<file path="src/rtl/mac_tap_seq_pkg.sv">
// Shared constants and FSM state type for the MAC tap sequencer.
package mac_tap_seq_pkg;

    localparam int unsigned MAC_NUM_DEF = 120;
    localparam int unsigned MAC_LAT_DEF = 3;
    localparam int unsigned TAP_W_DEF   = 5;

    typedef enum logic [2:0] {
        S_IDLE,
        S_ISSUE,
        S_WAIT,
        S_DRAIN,
        S_FIN
    } state_t;

endpackage

</file>
<file path="src/rtl/mac_tap_seq_issue_pipe.sv">
// Shift register of {issued, last} flags, aligned so the final stage
// coincides with the MAC result_vld of the corresponding tap.
module issue_pipe
    import mac_tap_seq_pkg::*;
#(
    parameter int unsigned MAC_LAT = MAC_LAT_DEF
) (
    input  logic clk,
    input  logic rst,
    input  logic i_issue,
    input  logic i_last,
    output logic o_pend,
    output logic o_pend_last
);

    logic [MAC_LAT-1:0] r_iss;
    logic [MAC_LAT-1:0] r_last;

    always_ff @(posedge clk) begin
        if (rst) begin
            r_iss  <= '0;
            r_last <= '0;
        end else begin
            r_iss[0]  <= i_issue;
            r_last[0] <= i_issue & i_last;
            for (int unsigned k = 1; k < MAC_LAT; k++) begin
                r_iss[k]  <= r_iss[k-1];
                r_last[k] <= r_last[k-1];
            end
        end
    end

    assign o_pend      = r_iss[MAC_LAT-1];
    assign o_pend_last = r_last[MAC_LAT-1];

endmodule

</file>
<file path="src/rtl/mac_tap_seq.sv">
// Tap sequencer for the MAC array: issues one tile as a series of spaced
// kernel taps, steers the partial-sum feedback and writes back the result.
module mac_tap_seq
    import mac_tap_seq_pkg::*;
#(
    parameter int unsigned MAC_NUM = MAC_NUM_DEF,
    parameter int unsigned MAC_LAT = MAC_LAT_DEF,
    parameter int unsigned TAP_W   = TAP_W_DEF
) (
    input  logic               clk,
    input  logic               rst,
    input  logic               start,
    input  logic [TAP_W-1:0]   num_taps,
    input  logic               data_rdy,
    input  logic               result_vld,
    output logic [MAC_NUM-1:0] mac_en,
    output logic [TAP_W-1:0]   tap_idx,
    output logic               psum_clr,
    output logic               psum_ld,
    output logic               out_wr,
    output logic               busy,
    output logic               done
);

    localparam int unsigned      CNT_W  = (MAC_LAT > 1) ? $clog2(MAC_LAT) : 1;
    localparam logic [CNT_W-1:0] LAT_M1 = CNT_W'(MAC_LAT - 1);

    state_t           r_state;
    logic [TAP_W-1:0] r_n;
    logic [TAP_W-1:0] r_tap_idx;
    logic [CNT_W-1:0] r_cnt;
    logic             r_issue;
    logic             r_iss_last;
    logic             r_psum_clr;
    logic             r_busy;
    logic             r_done;

    logic [TAP_W-1:0] w_n;
    logic             w_accept;
    logic             w_issue;
    logic             w_last;
    logic             w_active;
    logic             w_pend;
    logic             w_pend_last;
    state_t           w_post_issue;

    // Tap 0 issues on the same edge that accepts start, so the registered
    // mac_en of the first tap appears in the cycle right after start.
    always_comb begin
        w_accept     = (r_state == S_IDLE) && start && (num_taps != '0);
        w_n          = (r_state == S_IDLE) ? num_taps : r_n;
        w_last       = (r_tap_idx == (w_n - TAP_W'(1)));
        w_issue      = data_rdy && (w_accept || (r_state == S_ISSUE));
        w_post_issue = !w_issue ? S_ISSUE : (w_last ? S_DRAIN : S_WAIT);
        w_active     = (r_state == S_ISSUE) || (r_state == S_WAIT) || (r_state == S_DRAIN);
    end

    issue_pipe #(
        .MAC_LAT(MAC_LAT)
    ) u_issue_pipe (
        .clk        (clk),
        .rst        (rst),
        .i_issue    (r_issue),
        .i_last     (r_iss_last),
        .o_pend     (w_pend),
        .o_pend_last(w_pend_last)
    );

    always_ff @(posedge clk) begin
        if (rst) begin
            r_state    <= S_IDLE;
            r_n        <= '0;
            r_tap_idx  <= '0;
            r_cnt      <= '0;
            r_issue    <= 1'b0;
            r_iss_last <= 1'b0;
            r_psum_clr <= 1'b0;
            r_busy     <= 1'b0;
            r_done     <= 1'b0;
        end else begin
            r_issue    <= w_issue;
            r_iss_last <= w_issue && w_last;
            r_psum_clr <= w_issue && (r_tap_idx == '0);
            if (w_issue) begin
                r_cnt <= LAT_M1;
            end
            unique case (r_state)
                S_IDLE: begin
                    if (start) begin
                        r_n     <= num_taps;
                        r_busy  <= 1'b1;
                        r_state <= (num_taps == '0) ? S_FIN : w_post_issue;
                    end
                end
                S_ISSUE: r_state <= w_post_issue;
                S_WAIT: begin
                    if (r_cnt <= CNT_W'(1)) begin
                        r_state   <= S_ISSUE;
                        r_tap_idx <= r_tap_idx + TAP_W'(1);
                    end else begin
                        r_cnt <= r_cnt - CNT_W'(1);
                    end
                end
                S_DRAIN: begin
                    if (out_wr) begin
                        r_state <= S_FIN;
                        r_busy  <= 1'b0;
                        r_done  <= 1'b1;
                    end
                end
                S_FIN: begin
                    // An empty tile enters FIN without done; raise it here once.
                    if (r_done) begin
                        r_done    <= 1'b0;
                        r_tap_idx <= '0;
                        r_state   <= S_IDLE;
                    end else begin
                        r_done <= 1'b1;
                        r_busy <= 1'b0;
                    end
                end
                default: r_state <= S_IDLE;
            endcase
        end
    end

    assign mac_en   = {MAC_NUM{r_issue}};
    assign tap_idx  = r_tap_idx;
    assign psum_clr = r_psum_clr;
    assign busy     = r_busy;
    assign done     = r_done;
    assign psum_ld  = result_vld && w_active && w_pend && !w_pend_last;
    assign out_wr   = result_vld && w_active && w_pend && w_pend_last;

endmodule

</file>
<file path="config.mk">
export PLATFORM = sky130hd
export DESIGN_NAME = mac_tap_seq
export DESIGN_NICKNAME = d
export VERILOG_FILES = /design/src/rtl/mac_tap_seq_pkg.sv /design/src/rtl/mac_tap_seq_issue_pipe.sv /design/src/rtl/mac_tap_seq.sv
export SDC_FILE = /design/constraint.sdc
export NUM_CORES = 1
export LEC_CHECK = 0
export ABC_CLOCK_PERIOD_IN_PS = 4400
export CAP_MARGIN = 30
export CORE_MARGIN = 2
export CORE_UTILIZATION = 38
export CTS_CLUSTER_DIAMETER = 60
export DETAILED_ROUTE_END_ITERATION = 8
export GPL_TIMING_DRIVEN = 0
export PLACE_DENSITY = 0.92
export SLEW_MARGIN = 0
export SYNTH_ARGS = -nofsm -noshare
export SYNTH_HDL_FRONTEND = slang
export SYNTH_SLANG_ARGS = --single-unit
</file>
<file path="constraint.sdc">
create_clock -name clk -period 4.4 [get_ports clk]
set_clock_uncertainty 0.05 [all_clocks]
set_input_delay 0.66 -clock clk [delete_from_list [all_inputs] [get_ports clk]]
set_output_delay 0.66 -clock clk [all_outputs]
set_load 0.01 [all_outputs]
</file>
==> impl_metrics.json <==
{
  "postSynthRegisterBits": 26,
  "crit_path_time_final_ps": 2950,
  "worst_hold_path_type": "flop to flop",
  "routability_congestion_estimate_from_global_placement": 0.864,
  "synth.most_common_cell": "buf_4",
  "final_max_tran_viols": 0,
  "place_hpwl_um": 4600,
  "cts_buffer_depth": 2,
  "crit_path_top_delay_cell": "clkdlybuf4s50_1",
  "tritoncts_num_sinks": 26,
  "die_w_um": 81.7,
  "share_of_the_yosys_chip_area_belonging_to_registers_pct": 22.7,
  "kind_of_end_point_of_the_critical_path": "primary output",
  "yosysWarningCount": 0,
  "crit_path_start_kind": "primary input",
  "core_area_um2": 5890,
  "ir_drop_mv": 0.280,
  "synth_flop_cell": "dfxtp_1",
  "route.final.wire_length_um": 5590,
  "post_cts_resized": 0,
  "clk_pin_slew_ps": 90,
  "endpoints_failing_setup": 0,
  "grt_pass1_vias": 1829,
  "die_area_um2": 6680,
  "final_antenna_net_count": 0,
  "dieHeight_um": 81.7,
  "track_usage_pct": 15.9,
  "path_max_fanout": 5,
  "synth_top_cell_area_share_pct": 39.6,
  "post_synth_top_cells": "buf_4, dfxtp_1, nor2_1",
  "final.setup.tns_ps": 0,
  "wire_length_of_the_first_global_routing_pass_um": 8360,
  "dr.first_iter.drc_count": 45,
  "placement.io_buffers": 139,
  "share_of_post_route_cells_with_drive_strength_above_1_pct": 32.4,
  "holdBufCountCts": 0,
  "critPathArrivalTime_ps": 2240,
  "fillCellCount": 484,
  "synthesis.area_um2": 2300,
  "drt-vias-per-instance": 4.23,
  "yosysUniqueCellTypes": 49,
  "wl_cell_um": 11.3,
  "power-per-cell-area_nw_per_um2": 228,
  "antenna_found_initial": 0,
  "cellLeakagePower_nw": 1.70,
  "slew_headroom_pct": 68.5,
  "synth_enable_flop_cells": 0,
  "iteration_count_of_the_initial_detailed_routing_pass": 4,
  "design.portCount": 140,
  "worst-setup-path-type": "primary input to primary output",
  "globalRoute.totalOverflow": 0,
  "worst-slew-pin-transition_ps": 471,
  "power.total_mw": 0.885,
  "final_hold_viol_count": 0,
  "insertedDiodeCount": 0,
  "largest_net_degree_at_the_start_of_global_routing": 108,
  "yosys.area.top_type": "buf_4",
  "ordered_list_of_cells_on_the_worst_path": "clkdlybuf4s50_1 -> nand2_1 -> nor4b_2 -> clkdlybuf4s50_1",
  "post_synth_main_area_contributors": "buf_4, dfxtp_1, mux2i_1",
  "route.vias.total": 2093,
  "numCtsBuffers": 3,
  "cts_tree": "yes",
  "ctsHtreeMaxLevel": 1,
  "layout-area-overhead-vs-synth_pct": 68.9,
  "cp_slowest_stage_delay_ps": 630,
  "initial_utilization_pct": 39.0,
  "postCtsSetupBuffers": 0,
  "worst_skew_late_latency_ps": 270,
  "postSynth.asyncResetShare_pct": 0,
  "avgSynthCellArea_um2": 8.32,
  "core.rowCount": 28,
  "status": "finished, final reports clean",
  "maxCapViolations": 0,
  "final_worst_path_period_share_pct": 67.1,
  "rsz0062_at_grt": "false",
  "worst_path_most_repeated_cell": "clkdlybuf4s50_1",
  "clock-root-buffer": "clkbuf_8",
  "postSynthNetCount": 288,
  "drc": 0,
  "worstPathRequired_ps": 3690,
  "max_clock_freq_mhz": 339,
  "finalNetCount": 433,
  "synthesized_instance_count": 276
}
## metrics by stage
step / setup WS (ps) / util [%] / area, um2 / instances / hold slack (ps)
floorplan: 1100 / - / 2300 / 276 / 356
global placement: 111 / 64.2 / 3780 / 490 / 363
detailed placement: 1460 / 64.8 / 3810 / 491 / 367
CTS: 1460 / 65.9 / 3880 / 495 / 388
global route: 1330 / 65.9 / 3880 / 495 / 406
finish: 1450 / 65.9 / 3880 / 495 / 386
## path summary, 6_finish.rpt
check                     startpoint                           endpoint  slack [ps]  cells after the start
max                       result_vld                             out_wr        1450                      4
min reg2reg    r_iss_last$_SDFF_PP0_  u_issue_pipe.r_last[0]$_SDFF_PP0_         390                      1
max reg2reg  r_state[2]$_SDFFE_PP0P_            r_state[0]$_SDFFE_PP0P_        2280                      7
min            r_iss_last$_SDFF_PP0_  u_issue_pipe.r_last[0]$_SDFF_PP0_         390                      1
## kinds of logic (layout without fill, tap and decap cells)
group	Yosys count	after routing	synth area share [%]
XOR/XNOR	9	9	3.43
AO/OA/AOI/OAI	40	40	12.8
adder cells (fa/ha/maj)	2	2	1.09
multiplexers	9	9	3.92
flip-flops	26	26	22.7
buffers and inverters	134	278	42.1
AND/OR/NAND/NOR	56	56	14.1
## where the power goes
| group | internal (mW) | switching, mW | total [mW] |
|---|---|---|---|
| combinational | 0.271 | 0.175 | 0.446 |
| clock | 0.0990 | 0.0767 | 0.176 |
| sequential | 0.248 | 0.0152 | 0.263 |
| total | 0.618 | 0.267 | 0.885 |
## state kept, by name, summed over array words and instances (netlist names)
signal	cells
r_n	5
tap_idx	5
r_state	3
u_issue_pipe.r_iss	3
u_issue_pipe.r_last	3
r_cnt	2
busy	1
done	1
psum_clr	1
r_iss_last	1
r_issue	1
## worst max-delay path: cells and delay by family
family        cells  cell delay, ps
buf+inv           2            1090
simple gates      2             500
## per-layer routing
layer	vias to the layer above	track usage, %	wire, um
met4	0	5.50	76
met2	88	31.3	2950
met1	906	16.5	2090
met3	6	3.08	478
met5	-	0	0
li1	1093	-	-
## cell type report
| class | instances | area, um2 | area share [%] |
|---|---|---|---|
| timing repair buffer | 140 | 1420 | 36.6 |
| buffer | 129 | 947 | 24.4 |
| multi-input combinational | 116 | 810 | 20.9 |
| sequential | 26 | 524 | 13.5 |
| tap | 75 | 93.8 | 2.42 |
| clock buffer | 4 | 66.3 | 1.71 |
| inverter | 5 | 18.8 | 0.484 |
## placed cells by master, fill, tap and decap left out, types with 2 or more instances in the layout
| cell | n |
|---|---|
| a31oi_1 | 3 |
| nand2_1 | 9 |
| mux2i_1 | 9 |
| xnor2_1 | 4 |
| o31ai_1 | 2 |
| clkbuf_8 | 3 |
| ha_1 | 2 |
| and2_1 | 6 |
| buf_4 | 121 |
| clkbuf_1 | 5 |
| or3_1 | 3 |
| clkdlybuf4s50_1 | 139 |
| a21oi_1 | 9 |
| o21ai_0 | 7 |
| nand3_1 | 3 |
| xor2_1 | 5 |
| nor2b_1 | 6 |
| o22ai_1 | 2 |
| o21a_1 | 2 |
| dfxtp_1 | 25 |
| nand4_1 | 2 |
| nor2_1 | 15 |
| nor4_1 | 2 |
| nor4b_2 | 2 |
| inv_1 | 5 |
Power figures use the tool's default switching activity.
